<file path="src/rtl/fetch_sequencer_pkg.sv">
// Shared types and constants for the instruction fetch sequencer.
// Holds the FSM state encoding, the NOP reset word and the address-legality helper.
package fetch_sequencer_pkg;

    typedef enum logic [1:0] {
        IDLE  = 2'd0,
        RUN   = 2'd1,
        FAULT = 2'd2
    } fetch_state_e;

    localparam int PC_WIDTH = 32;
    localparam logic [31:0] NOP_INSTR = 32'h0000_0013;

    // A byte address is illegal when it is not word aligned or lies beyond the ROM.
    function automatic logic addr_fault(input logic [PC_WIDTH-1:0] addr,
                                        input int unsigned depth);
        return (addr[1:0] != 2'b00) || ({2'b00, addr[PC_WIDTH-1:2]} >= depth);
    endfunction

endpackage

</file>
<file path="src/rtl/fetch_out_reg.sv">
// Output register stage of the fetch sequencer: captures an instruction/PC pair,
// holds it while decode stalls, and drops it on a flush.
module fetch_out_reg
    import fetch_sequencer_pkg::*;
#(
    parameter int DATA_W = 32
) (
    input  logic                clk,
    input  logic                reset,
    input  logic                load,
    input  logic                flush,
    input  logic [DATA_W-1:0]   instr_in,
    input  logic [PC_WIDTH-1:0] pc_in,
    output logic                out_valid,
    output logic [DATA_W-1:0]   instr_out,
    output logic [PC_WIDTH-1:0] pc_out
);

    logic                valid_q, valid_d;
    logic [DATA_W-1:0]   instr_q, instr_d;
    logic [PC_WIDTH-1:0] pc_q, pc_d;

    // Flush wins over load so a redirect never lets a stale word through.
    always_comb begin
        valid_d = valid_q;
        instr_d = instr_q;
        pc_d    = pc_q;
        if (flush) begin
            valid_d = 1'b0;
        end else if (load) begin
            valid_d = 1'b1;
            instr_d = instr_in;
            pc_d    = pc_in;
        end
    end

    always_ff @(posedge clk) begin
        if (reset) begin
            valid_q <= 1'b0;
            instr_q <= DATA_W'(NOP_INSTR);
            pc_q    <= '0;
        end else begin
            valid_q <= valid_d;
            instr_q <= instr_d;
            pc_q    <= pc_d;
        end
    end

    assign out_valid = valid_q;
    assign instr_out = instr_q;
    assign pc_out    = pc_q;

endmodule

</file>
<file path="src/rtl/fetch_sequencer.sv">
// Instruction fetch sequencer: walks an external asynchronous ROM, handles branch
// redirects and decode back-pressure, and latches a sticky fault on illegal addresses.
module fetch_sequencer
    import fetch_sequencer_pkg::*;
#(
    parameter int          TAM_ENTRADA = 1024,
    parameter int          TAM_SALIDA  = 32,
    parameter logic [31:0] RESET_PC    = 32'h0000_0000
) (
    input  logic                           CLK,
    input  logic                           RESET,
    output logic [$clog2(TAM_ENTRADA)-1:0] rom_addr,
    input  logic [TAM_SALIDA-1:0]          rom_data,
    input  logic                           branch_taken,
    input  logic [PC_WIDTH-1:0]            branch_target,
    input  logic                           out_ready,
    output logic                           out_valid,
    output logic [TAM_SALIDA-1:0]          instr_out,
    output logic [PC_WIDTH-1:0]            pc_out,
    output logic                           fault,
    output logic [31:0]                    fetch_count
);

    localparam int          ADDR_W = $clog2(TAM_ENTRADA);
    localparam int unsigned DEPTH  = TAM_ENTRADA;

    fetch_state_e        state_q, state_d;
    logic [PC_WIDTH-1:0] pc_q, pc_d;
    logic                fault_q, fault_d;
    logic [31:0]         count_q, count_d;
    logic                load, flush;
    logic                transfer;

    assign rom_addr = pc_q[ADDR_W+1:2];
    assign transfer = out_valid & out_ready;

    // A fetch past the last ROM word only faults when it is actually attempted,
    // so the final word survives a decode stall and is still handed over.
    always_comb begin
        state_d = state_q;
        pc_d    = pc_q;
        fault_d = fault_q;
        count_d = count_q + {31'b0, transfer};
        load    = 1'b0;
        flush   = 1'b0;
        case (state_q)
            IDLE: begin
                if (addr_fault(pc_q, DEPTH)) begin
                    state_d = FAULT;
                    fault_d = 1'b1;
                end else begin
                    state_d = RUN;
                end
            end
            RUN: begin
                if (branch_taken) begin
                    flush = 1'b1;
                    if (addr_fault(branch_target, DEPTH)) begin
                        state_d = FAULT;
                        fault_d = 1'b1;
                    end else begin
                        pc_d = branch_target;
                    end
                end else if (!out_valid || out_ready) begin
                    if (addr_fault(pc_q, DEPTH)) begin
                        flush   = 1'b1;
                        state_d = FAULT;
                        fault_d = 1'b1;
                    end else begin
                        load = 1'b1;
                        pc_d = pc_q + 32'd4;
                    end
                end
            end
            FAULT: begin
                flush = 1'b1;
            end
            default: begin
                state_d = FAULT;
                fault_d = 1'b1;
                flush   = 1'b1;
            end
        endcase
    end

    always_ff @(posedge CLK) begin
        if (RESET) begin
            state_q <= IDLE;
            pc_q    <= RESET_PC;
            fault_q <= 1'b0;
            count_q <= '0;
        end else begin
            state_q <= state_d;
            pc_q    <= pc_d;
            fault_q <= fault_d;
            count_q <= count_d;
        end
    end

    fetch_out_reg #(
        .DATA_W (TAM_SALIDA)
    ) u_out_reg (
        .clk       (CLK),
        .reset     (RESET),
        .load      (load),
        .flush     (flush),
        .instr_in  (rom_data),
        .pc_in     (pc_q),
        .out_valid (out_valid),
        .instr_out (instr_out),
        .pc_out    (pc_out)
    );

    assign fault       = fault_q;
    assign fetch_count = count_q;

endmodule

</file>
<file path="config.mk">
export PLATFORM = sky130hd
export DESIGN_NAME = fetch_sequencer
export DESIGN_NICKNAME = d
export VERILOG_FILES = /design/src/rtl/fetch_sequencer_pkg.sv /design/src/rtl/fetch_out_reg.sv /design/src/rtl/fetch_sequencer.sv
export SDC_FILE = /design/constraint.sdc
export NUM_CORES = 1
export LEC_CHECK = 0
export CORE_MARGIN = 4
export CORE_UTILIZATION = 40
export DETAILED_ROUTE_END_ITERATION = 7
export GPL_TIMING_DRIVEN = 0
export HOLD_SLACK_MARGIN = 0.08
export PLACE_DENSITY = 0.71
export SYNTH_ARGS = -nofsm -noshare
export SYNTH_HDL_FRONTEND = slang
export SYNTH_SLANG_ARGS = --single-unit
</file>
<file path="constraint.sdc">
create_clock -name CLK -period 2.3 [get_ports CLK]
set_input_delay 0.345 -clock CLK [delete_from_list [all_inputs] [get_ports CLK]]
set_output_delay 0.345 -clock CLK [all_outputs]
set_load 0.05 [all_outputs]
</file>
==> results.md <==
- Status: finished clean
- Worst vdd ir: between 400 and 500 uV
- Clk buf depth: 2
- TritonCTS Buffers: 17
- Port Buffers: around 170
- Antenna Violating Nets Remaining: 0
- Most common cell after layout, fill and taps aside: clkdlybuf4s50_1
- Cell Count, Final, Fillers Out: 992
- Relative slew slack: 0.607
- Nets: 879
- Area of the multi-input gates: ~2400 um2
- Total wire length: around 16000 um
- Final instance area: between 7000 and 8000 um2
- Clk sinks: between 100 and 150
- Worst hold margin: about 0.43 ns
- Die H: approximately 120 um
- Post-DR vias/cell: roughly 5
- Largest net degree at the start of global routing: 17
- Finish-stage setup viols: 0
- Max-cap viol count: 0
- Total number of vias: roughly 5100
- Placed inst area: 7210 um2
- DPL Wire Length: 11600 um
- CTS root buf: clkbuf_16
- I/O pin count: 176
- CP endpoint kind: output port
- Syn-to-layout area delta: 50.4%
- Ys async rst share: 0
- # diodes: 0
- Yosys warnings: 0
- Share of cells above drive strength 1: 0.0915
- Worst Hold Class: input pin to register
- FP Rows: between 40 and 50
- WL/cell: ~16 um
- Clock latency on the worst-skew pair: about 0.4 ns
- Yosys reg bits: 132
- FILL cells: roughly 1100
- Global route overflow: 0
- Critical path launch point type: register
- Initial Util: 0.413
- CP max FO: 7
- 1st-pass router iterations: 5
- Chip width: between 100 and 150 um
- Fin. max-slew vios: 0
- Reg area: about 2600 um2
- Fin crit period: 2.22 ns
- Main synth FF type: dfxtp_1
- Syn_area_per_cell: 8.64 um2
- Syn nets: 681
- Initial antenna violation count: 0
- Distinct cells, synth: 50
- Final core utilization: 0.622
- Mapped cell area: 5260 um2
- TritonCTS clock tree: done
- CTS clk-pin slew, worst paths: 0.06 ns
- Starting DRT DRC Count: about 400
- Gr usage total: 0.203
- Number of synthesized flops with an enable pin: 0
- Setup ws final: 0.0822 ns
- Hold buffers post-CTS: 0
- Worst EP arrival: roughly 1.9 ns
- PD cells: around 770 nW/um2
- Commonest cells after routing, fill and taps aside: 172 x clkdlybuf4s50_1, 131 x dfxtp_1, 102 x nand2_1
- Worst Tran Pin Value: between 0.5 and 0.6 ns
- # placed instances: approximately 950
- Fmax: ~450 MHz
- CP Data Required Time: just under 2 ns
- Seq/Total Area, Yosys: 0.502
- Global-route wire length before repair: 24100 um
- Power Total: just over 6 mW
- CTS H-tree depth: 4
- Cells after synthesis: 609
- Worst setup path class: register to output port
- Die ar.: between 15000 and 20000 um2
- Clock tree skew after final layout: 0.00899 ns
- Gpl congestion: approximately 0.89
- Setup TNS: 0 ns
- Core area: approximately 13000 um2
- Leak Pwr: 2.98 nW
- Drt drc: 0
- Vias in the first global route: 4845
- Final hold vios: 0
- Post-route clock period utilization: 0.964
- Pre-CTS setup slack: -0.613 ns
[cells by family after synthesis]
family | after synthesis | share of synthesized area
AO/OA/AOI/OAI | 103 | 0.116
XOR/XNOR | 25 | 0.0416
adder cells (fa/ha/maj) | 4 | 0.00952
buffers and inverters | 51 | 0.0502
flip-flops | 132 | 0.502
multiplexers | 4 | 0.00785
AND/OR/NAND/NOR | 290 | 0.273
[registers in the layout, indices dropped and copies added (netlist names)]
| name | cells |
|---|---|
| state_q | 2 |
| fetch_count | 32 |
| fault | 1 |
| u_out_reg.out_valid | 1 |
| pc_q | 32 |
| u_out_reg.pc_out | 32 |
| u_out_reg.instr_out | 32 |
[routing by layer]
metal / share of wire / vias to the layer above / track usage
li1: - / 2511 / -
met2: 0.49 / 207 / 0.334
met4: 0.020 / 0 / 0.0721
met1: 0.42 / 2347 / 0.254
met5: 0 / - / 0
met3: 0.071 / 24 / 0.0581
[worst paths after layout]
kind,startpoint,endpoint,slack (ns),cells after the start
worst max register to register,pc_q[17],u_out_reg.instr_out[6],0.12,7
worst min register to register,u_out_reg.instr_out[29],u_out_reg.instr_out[29],0.45,2
worst min-delay path,branch_taken,u_out_reg.instr_out[0],0.43,4
worst max-delay path,pc_q[8],rom_addr[6],0.08,2
[where the power goes]
group	internal, mW	switching [mW]	total (mW)	leakage [nW]
clock	1.74	1.08	2.81	0.297
sequential	2.36	0.0656	2.42	1.07
combinational	0.330	0.489	0.819	1.62
total	4.42	1.63	6.06	2.98
[cell usage after synthesis (4+ instances only)]
library cell / n / area share
nor3_1: 11 / 0.010
nand4_1: 11 / 0.013
xor2_1: 10 / 0.017
and2_1: 21 / 0.025
xnor2_1: 15 / 0.025
inv_1: 8 / 0.0057
and3_1: 25 / 0.030
clkbuf_1: 17 / 0.012
o21ai_0: 16 / 0.015
buf_4: 10 / 0.014
nand2_1: 102 / 0.073
nor4_1: 17 / 0.020
or3_1: 4 / 0.0048
ha_1: 4 / 0.0095
nand3_1: 23 / 0.022
a21o_1: 4 / 0.0057
buf_2: 10 / 0.0095
and4_1: 6 / 0.010
a31oi_1: 4 / 0.0048
a21oi_1: 56 / 0.053
dfxtp_1: 132 / 0.50
nor2_1: 53 / 0.038
nor2b_1: 5 / 0.0059
[what timing repair did]
action	CTS	global route
gates resized for setup	1	8
setup endpoints to repair	4	65
pin swaps	1	3
setup buffers	2	4
[cell type report]
cell class / count / share of cell area
tap: 172 / 0.0272
timing repair buffer: 179 / 0.225
buffer: 43 / 0.0301
clock buffer: 17 / 0.0538
inverter: 8 / 0.00380
multi-input combinational: 426 / 0.302
sequential: 132 / 0.334
clock inverter: 15 / 0.0244
[worst max-delay path, stage by stage (launching register included)]
cell	delay, ns
dfxtp_1	0.51
buf_4	0.17
clkdlybuf4s50_1	0.79
Power figures use the tool's default switching activity.
